### src/rtl/ena_scheduler_pkg.sv
// ena_scheduler_pkg: shared FSM encodings, LFSR mask and ENA_NONE helper for the ena scheduler
package ena_scheduler_pkg;
   localparam logic [1:0] S_IDLE     = 2'd0;
   localparam logic [1:0] S_RUN      = 2'd1;
   localparam logic [1:0] S_DEADLOCK = 2'd2;
   localparam logic [15:0] LFSR_MASK = 16'hB400;
   function automatic int ena_none(input int ntrans);
      return ntrans + 1;
   endfunction
endpackage

### src/rtl/ena_scheduler_if.sv
// ena_scheduler_if: circuit-side control inputs and the ena select bus driven by the scheduler
interface ena_scheduler_if #(
   parameter int NTRANS = 8,
   parameter int EW     = $clog2(NTRANS + 2)
) ();
   logic              run;
   logic [NTRANS-1:0] excited;
   logic              force_valid;
   logic [EW-1:0]     force_idx;
   logic [EW-1:0]     ena;
   logic              deadlock;
   logic [31:0]       steps;
   modport master (output run, excited, force_valid, force_idx, input ena, deadlock, steps);
   modport slave (input run, excited, force_valid, force_idx, output ena, deadlock, steps);
endinterface

### src/rtl/ena_scheduler_rr_pick.sv
// ena_scheduler_rr_pick: first set request at or after start, searching upward with wrap
module ena_scheduler_rr_pick #(
   parameter int N = 8
) (
   input  logic [N-1:0]         req_i,
   input  logic [$clog2(N)-1:0] start_i,
   output logic                 hit_o,
   output logic [$clog2(N)-1:0] idx_o
);
   logic [2*N-1:0] dbl;
   // rotate so start sits at bit 0, then take the lowest set bit of the rotated view
   always_comb begin
      dbl   = {req_i, req_i} >> start_i;
      hit_o = 1'b0;
      idx_o = '0;
      for (int k = N - 1; k >= 0; k--)
         if (dbl[k]) begin
            hit_o = 1'b1;
            idx_o = $clog2(N)'((int'(start_i) + k) % N);
         end
   end
endmodule

### src/rtl/ena_scheduler.sv
// ena_scheduler: picks one excited transition per cycle (forced, starved-first, else random) and flags deadlock
module ena_scheduler
   import ena_scheduler_pkg::*;
#(
   parameter int          NTRANS         = 8,
   parameter int          EW             = $clog2(NTRANS + 2),
   parameter logic [15:0] LFSR_SEED      = 16'hACE1,
   parameter int          STARVE_LIMIT   = 16,
   parameter int          DEADLOCK_LIMIT = 64
) (
   input logic         clk,
   input logic         reset,
   ena_scheduler_if.slave bus
);
   localparam int IW = $clog2(NTRANS);
   localparam int AW = $clog2(STARVE_LIMIT + 1);
   localparam int SW = $clog2(DEADLOCK_LIMIT + 1);
   localparam logic [EW-1:0] NONE = EW'(ena_none(NTRANS));
   localparam logic [15:0]   SEED = (LFSR_SEED == 16'd0) ? 16'd1 : LFSR_SEED;

   logic [1:0]        state_q, state_d;
   logic [15:0]       lfsr_q, lfsr_d;
   logic [SW-1:0]     stall_q, stall_d;
   logic [AW-1:0]     age_q [NTRANS];
   logic [AW-1:0]     age_d [NTRANS];
   logic [EW-1:0]     ena_q, ena_d;
   logic [31:0]       steps_q, steps_d;
   logic [NTRANS-1:0] starve;
   logic [IW-1:0]     start, s_idx, r_idx, pick;
   logic              force_ok, s_hit, r_hit, active;

   ena_scheduler_rr_pick #(.N(NTRANS)) u_starve (.req_i(starve), .start_i('0), .hit_o(s_hit), .idx_o(s_idx));
   ena_scheduler_rr_pick #(.N(NTRANS)) u_rand (.req_i(bus.excited), .start_i(start), .hit_o(r_hit), .idx_o(r_idx));

   // policy selection: a valid excited force wins, then the lowest starved transition, then the random rotation
   always_comb begin
      starve = '0;
      for (int i = 0; i < NTRANS; i++)
         starve[i] = bus.excited[i] && (age_q[i] >= AW'(STARVE_LIMIT));
      force_ok = bus.force_valid && (bus.force_idx < EW'(NTRANS)) &&
                 |(bus.excited & (NTRANS'(1) << bus.force_idx));
      start    = IW'(lfsr_q % 16'(NTRANS));
      pick     = force_ok ? bus.force_idx[IW-1:0] : s_hit ? s_idx : r_idx;
      active   = (state_q == S_RUN) && bus.run;
   end

   // next state: everything except the FSM itself is frozen unless running in S_RUN
   always_comb begin
      state_d = state_q;
      lfsr_d  = lfsr_q;
      stall_d = stall_q;
      ena_d   = NONE;
      steps_d = steps_q;
      age_d   = age_q;
      if (state_q == S_IDLE && bus.run) state_d = S_RUN;
      if (state_q == S_RUN && !bus.run) state_d = S_IDLE;
      if (active) begin
         lfsr_d  = lfsr_q[0] ? ((lfsr_q >> 1) ^ LFSR_MASK) : (lfsr_q >> 1);
         ena_d   = r_hit ? EW'(pick) : NONE;
         steps_d = steps_q + 32'(r_hit);
         stall_d = r_hit ? '0 : stall_q + 1'b1;
         if (!r_hit && (stall_q + 1'b1) == SW'(DEADLOCK_LIMIT)) state_d = S_DEADLOCK;
         for (int i = 0; i < NTRANS; i++)
            age_d[i] = (!bus.excited[i] || (r_hit && pick == IW'(i))) ? '0 :
                       (&age_q[i]) ? age_q[i] : age_q[i] + 1'b1;
      end
   end

   // state registers, all returning to reset values immediately on reset
   always_ff @(posedge clk or posedge reset) begin
      if (reset) begin
         state_q <= S_IDLE;
         lfsr_q  <= SEED;
         stall_q <= '0;
         ena_q   <= NONE;
         steps_q <= '0;
         for (int i = 0; i < NTRANS; i++) age_q[i] <= '0;
      end else begin
         state_q <= state_d;
         lfsr_q  <= lfsr_d;
         stall_q <= stall_d;
         ena_q   <= ena_d;
         steps_q <= steps_d;
         age_q   <= age_d;
      end
   end

   assign bus.ena      = ena_q;
   assign bus.deadlock = (state_q == S_DEADLOCK);
   assign bus.steps    = steps_q;
endmodule

### src/flat_wrapper.sv
// flat-port wrapper written by rule: the top's interface ports become plain ports
module ena_scheduler_flat import ena_scheduler_pkg::*;
#(
   parameter int          NTRANS         = 8,
   parameter int          EW             = $clog2(NTRANS + 2),
   parameter logic [15:0] LFSR_SEED      = 16'hACE1,
   parameter int          STARVE_LIMIT   = 16,
   parameter int          DEADLOCK_LIMIT = 64
)
  (clk, reset, bus_run, bus_excited, bus_force_valid, bus_force_idx, bus_ena, bus_deadlock, bus_steps);
  ena_scheduler_if #(.NTRANS(NTRANS), .EW(EW)) bus_i ();
  input logic clk;
  input logic reset;
  input wire logic [$bits(bus_i.run)-1:0] bus_run;
  input wire logic [$bits(bus_i.excited)-1:0] bus_excited;
  input wire logic [$bits(bus_i.force_valid)-1:0] bus_force_valid;
  input wire logic [$bits(bus_i.force_idx)-1:0] bus_force_idx;
  output wire logic [$bits(bus_i.ena)-1:0] bus_ena;
  output wire logic [$bits(bus_i.deadlock)-1:0] bus_deadlock;
  output wire logic [$bits(bus_i.steps)-1:0] bus_steps;
  assign bus_i.run = bus_run;
  assign bus_i.excited = bus_excited;
  assign bus_i.force_valid = bus_force_valid;
  assign bus_i.force_idx = bus_force_idx;
  assign bus_ena = bus_i.ena;
  assign bus_deadlock = bus_i.deadlock;
  assign bus_steps = bus_i.steps;
  ena_scheduler #(.NTRANS(NTRANS), .EW(EW), .LFSR_SEED(LFSR_SEED), .STARVE_LIMIT(STARVE_LIMIT), .DEADLOCK_LIMIT(DEADLOCK_LIMIT)) u_core (.clk(clk), .reset(reset), .bus(bus_i));
endmodule
### config.mk
export PLATFORM = sky130hd
export DESIGN_NAME = ena_scheduler_flat
export DESIGN_NICKNAME = d
export VERILOG_FILES = /design/src/rtl/ena_scheduler_pkg.sv /design/src/rtl/ena_scheduler_if.sv /design/src/rtl/ena_scheduler_rr_pick.sv /design/src/rtl/ena_scheduler.sv /design/src/flat_wrapper.sv
export SDC_FILE = /design/constraint.sdc
export NUM_CORES = 1
export LEC_CHECK = 0
export CAP_MARGIN = 20
export CORE_ASPECT_RATIO = 1.5
export CORE_MARGIN = 2
export CORE_UTILIZATION = 45
export CTS_BUF_LIST = sky130_fd_sc_hd__clkbuf_4
export DETAILED_ROUTE_END_ITERATION = 10
export HOLD_SLACK_MARGIN = 0.02
export PLACE_DENSITY = 0.69
export REMOVE_ABC_BUFFERS = 1
export SETUP_SLACK_MARGIN = 0.5
export SYNTH_ARGS = -nofsm -noshare
export SYNTH_HDL_FRONTEND = slang
export SYNTH_SLANG_ARGS = --single-unit
### constraint.sdc
create_clock -name clk -period 5.1 [get_ports clk]
set_clock_uncertainty 0.15 [all_clocks]
set_input_delay 0.765 -clock clk [delete_from_list [all_inputs] [get_ports clk]]
set_output_delay 0.765 -clock clk [all_outputs]
set_load 0.02 [all_outputs]
## Yosys cells after proc, flatten, opt, wreduce, memory -nomap -nowiden

Cells that the tools add are included.

- Flip-flop bits (word level): 101
- Bits of input ports: 16
- Logic and storage cells: 178

- $add $sub $neg: 17
- $lt $le $gt $ge: 9
- Equal/unequal tests: 18
- Shift-type cells: 2
- Multiplexer cells: 58
- Bitwise gates (word level): 2
- Reduce and logical (&&, ||, !) cells: 59

Operators by type and width:

| operator | number |
|---|---|
| two-way mux 5 bit | 16 |
| two-way mux 3 bit | 18 |
| adder 5 x 1 -> 5 bit, second input constant | 8 |
| >= comparator 5 bit, second input constant | 8 |
| AND reduction 5 bit | 8 |
| adder 32 x 1 -> 32 bit | 1 |
| logical AND 1 bit | 22 |
| two-way mux 1 bit | 16 |
| two-way mux 16 bit | 1 |
| != test 2 x 1 -> 1 bit, second input constant | 8 |
| AND reduction 2 bit | 8 |
| right shift 16 x 3 -> 8 bit | 1 |
| adder 3 bit, second input constant | 4 |
| equality test 3 bit, second input constant | 4 |
| zero test 1 bit | 10 |
| bitwise AND 8 bit | 1 |
| logical OR 1 bit | 8 |
| two-way mux 2 bit | 4 |
| two-way mux 4 bit | 2 |
| OR reduction 8 bit | 1 |
| << shifter 1 x 4 -> 8 bit, first input constant | 1 |
| adder 7 x 1 -> 7 bit, second input constant | 1 |
| equality test 7 bit, second input constant | 1 |
| two-way mux 7 bit | 1 |
| other kinds (10) | 12 |

## Depth between registers and ports, before layout

- Depth after elaboration: 17
- Depth in mapped cells: 15
- Gate-level depth less buffers: 14

## Modules after synthesis

From an unflattened synthesis, not the netlist that was laid out.

- Cells, all modules: 759
- Area total of the unflattened synthesis: 7319.5 um^2

By module, submodules not included:

| module | instances | cells each | area each (um^2) | seq. area each (um^2) |
|---|---|---|---|---|
| ena_scheduler | 1 | 541 | 5575.3 | 2539.9 |
| ena_scheduler_rr_pick | 2 | 109 | 872.1 | 0.0 |

## Worst setup path before layout

No wires, ideal clock.

- Path type: input to register
- Start point: in bus_excited[6]
- End point: reg u_core.steps_q[28], in the netlist u_core.bus.steps[28]
- Arrival time: 3.600 ns
- Path slack: 1.218 ns
- Stages on the path: 14
- Buffers on the path: 1
- Cells stage by stage: clkbuf_1 -> mux4_2 -> mux2_2 -> a211oi_2 -> nand4_2 -> ha_1 -> ha_1 -> nand4_1 -> nor2_1 -> and3_1 -> and4_1 -> nand4_1 -> nor2_1 -> xor2_1

- Word-level cells in the longest chain between the ends: 10

RTL lines:

| element | RTL line | RTL |
|---|---|---|
| start: declaration | flat_wrapper.sv:15 | `input wire logic [$bits(bus_i.excited)-1:0] bus_excited;` |
| right shift 16 x 3 -> 8 bit (*) | ena_scheduler_rr_pick.sv:13 | `dbl = {req_i, req_i} >> start_i;` |
| two-way mux 1 bit (7 in series) | ena_scheduler_rr_pick.sv:17 | `if (dbl[k]) begin` |
| two-way mux 1 bit (*) | ena_scheduler_rr_pick.sv:17 |  |
| adder 32 x 1 -> 32 bit (*) | ena_scheduler.sv:60 | `steps_d = steps_q + 32'(r_hit);` |
| end signal: assignment | ena_scheduler.sv:83 | `steps_q <= steps_d;` |
| end: declaration | ena_scheduler.sv:27 | `logic [31:0] steps_q, steps_d;` |

Every way passes the cells marked *; elsewhere a longest branch is shown, timed or not.
A chain may end at the register's enable or synchronous reset.

## Worst setup path after layout

- Start point: reg u_core.lfsr_q[1]
- End point: reg u_core.steps_q[28], in the netlist u_core.bus.steps[28]

- Word-level cells in the longest chain between the ends: 10

RTL lines:

| element | RTL line | RTL |
|---|---|---|
| start: declaration | ena_scheduler.sv:22 | `logic [15:0] lfsr_q, lfsr_d;` |
| start signal: assignment | ena_scheduler.sv:80 | `lfsr_q <= lfsr_d;` |
| right shift 16 x 3 -> 8 bit (*) | ena_scheduler_rr_pick.sv:13 |  |
| two-way mux 1 bit (7 in series) | ena_scheduler_rr_pick.sv:17 |  |
| two-way mux 1 bit (*) | ena_scheduler_rr_pick.sv:17 |  |
| adder 32 x 1 -> 32 bit (*) | ena_scheduler.sv:60 |  |

Marked as above.

==> run_results.csv <==
group,metric,value,unit
synth,synth_top_area_share,0.3713,
global_routing,grt_pass1_wl,24.55,mm
clock_tree,htreeDepth,3,
setup_path,crit_path_top_delay_cell,"dfrtp_1",
synth,ys_async_sr_fraction,1.000,
layout,fin_nets,740,
setup_path,critPathCaptureType,"register",
setup_path,path_depth,13,
floorplan,rows,52,
floorplan,design.die.area,14600,um2
setup_path,start_kind,"register",
timing,finalSetupViolCount,0,
synth,ys_top_cells_by_area,"dfrtp_1 37%, nand2_1 6.9%, xnor2_1 5.0%, ha_1 4.5%, dfstp_2 4.3%",
timing,fmax,238.5,MHz
setup_path,critical-path-top-delay-family,"simple AND/OR/NAND/NOR gates",
hold_path,hold_class,"register to register",
synth,yosysSeqAreaShare,0.4141,
timing,setup_tns,0,ns
setup_path,r2r-start,"u_core.lfsr_q[1]",
placement,routabilityCongestion,0.9275,
clock_tree,clk_latency,0.46,ns
setup_path,path_buf_inv,0,
clock_tree,hold_buffers,0,
timing,worstMarginPinSlew,0.9195,ns
synth,netlist_area,6133,um2
placement,placed_area,6794,um2
synth,synth-compound-area-share,0.1365,
synth,synth_fa_ha_area_frac,0.04488,
status,status,"completed",
drt,drc,0,
floorplan,die_x,99.33,um
setup_path,r2r_cells,13,
synth,avgSynthCellArea,9.307,um2
clock_tree,cts_resized,0,
floorplan,start_util,0.4576,
run,maxCapViolations,0,
synth,yosys_most_used_dff,"dfrtp_1",
setup_path,path_max_fanout,19,
clock_tree,cts_buffers,9,
floorplan,dieHeight,147.0,um
timing,layout_min_cycle_time,4.192,ns
layout,post_route_cells_drive_above_1_share,0.1004,
timing,report.final.hold_viol_count,0,
floorplan,coreArea,13400,um2
setup_path,r2r_slack,0.91,ns
layout,final_cell_area,6939,um2
global_routing,grt_start_max_net_pins,74,
hold_path,holdPathStages,2,
clock_tree,postCtsSetupRepairBufs,0,
clock_tree,clkTransAtPathRegs,0.18,ns
drt,wl_per_cell,17.03,um
global_routing,overflow,0,
drt,totalWireLength,14.82,mm
setup_path,crit_path_end,"u_core.bus.steps[28]",
drt,vias_per_cell,5.824,
placement,place_hpwl,10.68,mm
synth,muxShareOfSynthArea,0.08609,
drt,ant_nets,0,
layout,syn_to_final_growth,13.14,%
setup_path,cpPeakStageDelay,0.94,ns
global_routing,grt_usage,0.2087,
synth,synth_warnings,0,
synth,synth_area_leader_cell,"dfrtp_1",
global_routing,grt_pass1_vias,4992,
setup_path,path_cells,"mux4_2 -> mux2_2 -> a211oi_2 -> nand4_2 -> ha_1 -> ha_1 -> nand4_1 -> nor2_1 -> and3_1 -> and4_1 -> nand4_1 -> nor2_1 -> xor2_1",
setup_path,cp.required,5.32,ns
setup_path,arrival,4.41,ns
synth,synth_top_family_by_area,"simple AND/OR/NAND/NOR gates",
power_and_ir_drop,peakVddDrop,0.1859,mV
setup_path,crit_type,"register to register",
placement,place.port_buffers,52,
setup_path,reg2reg_to,"u_core.bus.steps[28]",
clock_tree,cts_tree,"done",
synth,synthDistinctLibCells,65,
synth,synth-simple-area-share,0.2056,
timing,rsz0062_at_grt,"no",
drt,drt_pre_antenna_iters,4,
synth,synth_xor_area_frac,0.08140,
timing,drv_slew,0,
clock_tree,cts_max_path_buffers,2,
power_and_ir_drop,leakage,3.065,nW
floorplan,io_pins,53,
placement,numPlacedInstances,853,
setup_path,crit_start,"u_core.lfsr_q[1]",
synth,synth-seq-cells,101,
drt,drt_iter0_drc,296,
layout,final_cells,870,
clock_tree,cts_root_buffer,"clkbuf_4",
synth,synth_edf_count,0,
drt,vias,5067,
clock_tree,clkSinkCount,101,
power_and_ir_drop,power.density,354.9,nW/um2
timing,relSlewSlack,0.3870,
synth,syn_inst,659,
global_routing,antenna_found_initial,1,
timing,min_period_over_period,0.8220,
[routing by layer]
metal	global-route usage	wire length (um)	part of all wire	vias up
met5	0	0	0	-
met4	0.1027	654	0.044	0
met3	0.03806	765	0.052	37
met2	0.3534	7387	0.50	156
met1	0.2536	6012	0.41	2465
li1	-	-	-	2409
[report_power, final]
| part | switching, W | total (W) | internal, W |
|---|---|---|---|
| clock | 0.000305 | 0.000421 | 0.000116 |
| sequential | 0.000170 | 0.00114 | 0.000972 |
| combinational | 0.000509 | 0.000900 | 0.000391 |
| total | 0.000984 | 0.00246 | 0.00148 |
[registers in the layout (all words and copies together) (netlist names)]
signal,flops
u_core.age_q,40
u_core.state_q,2
u_core.lfsr_q,16
u_core.stall_q,7
u_core.bus.ena,4
u_core.bus.steps,32
[synth_stat cells (7+ instances only)]
master      n
a21oi_1    26
and3_1     15
buf_2       7
clkbuf_1   19
dfrtp_1    91
dfstp_2    10
ha_1       22
inv_1      16
mux2i_1    21
mux4_2     11
nand2_1   112
nand2b_1   16
nand3_1    19
nand4_1    18
nor2_1     54
nor3_1      7
o21ai_0    47
xnor2_1    35
xor2_1     22
[per-stage QoR]
stage                       util  hold WS (ns)  total power, W  setup WS [ns]
after CTS                 0.5176        0.3262        0.002477         0.9075
after detailed placement  0.5069        0.3042        0.002047         0.4515
after global routing      0.5177        0.3473        0.002628         0.5890
after global placement    0.5069        0.2938        0.002018         0.5488
after floorplan                -        0.2846        0.001745          1.039
final                     0.5177        0.3229        0.002463         0.9076
[how the worst min path moves through the flow]
stage | startpoint | endpoint
floorplan | u_core.lfsr_q[6] | u_core.lfsr_q[5]
global placement | u_core.lfsr_q[6] | u_core.lfsr_q[5]
finish | u_core.lfsr_q[7] | u_core.lfsr_q[6]
detailed placement | u_core.lfsr_q[6] | u_core.lfsr_q[5]
CTS | u_core.lfsr_q[6] | u_core.lfsr_q[5]
global route | u_core.lfsr_q[6] | u_core.lfsr_q[5]
[tightest hold or removal path, cell delays in order (launching register included)]
cell	delay [ns]
dfstp_2	0.41
nand2_1	0.05
nand2_1	0.04
[placed cells by master, fill, tap and decap left out, types with 5 or more instances in the layout]
cell	netlist	layout
o21ai_0	47	47
nand2b_1	16	16
clkbuf_4	0	9
nor3_1	7	7
dfstp_2	10	10
nand4_1	18	18
clkdlybuf4s50_1	0	52
nand2_1	112	112
and2_1	5	5
nand3_1	19	19
mux4_2	11	11
xor2_1	22	22
ha_1	22	22
a21oi_1	26	26
or2_2	5	5
and3_1	15	15
nor2b_1	5	5
xnor2_1	35	35
mux2i_1	21	21
nor2_1	54	54
inv_1	16	15
dfrtp_1	91	91
o22ai_1	6	6
buf_4	0	9
[final cells by class]
type	instances	area (um2)
well taps	162	202.7
clock inverters	7	75.07
clock buffers	9	67.56
flip-flops and latches	101	2540
diodes	1	2.502
repair buffers	61	588.1
inverters	16	62.56
multi-input cells	513	3401
fillers	1251	6464
[logic make-up after synthesis]
kind of cell / Yosys count
AOI/OAI and AO/OA: 127
xor gates and xnor gates: 57
adders and majority gates: 22
buffers and inverters: 45
DFF: 101
muxes: 37
and+or+nand+nor: 270
No activity file was read; power rests on OpenSTA's default activity.
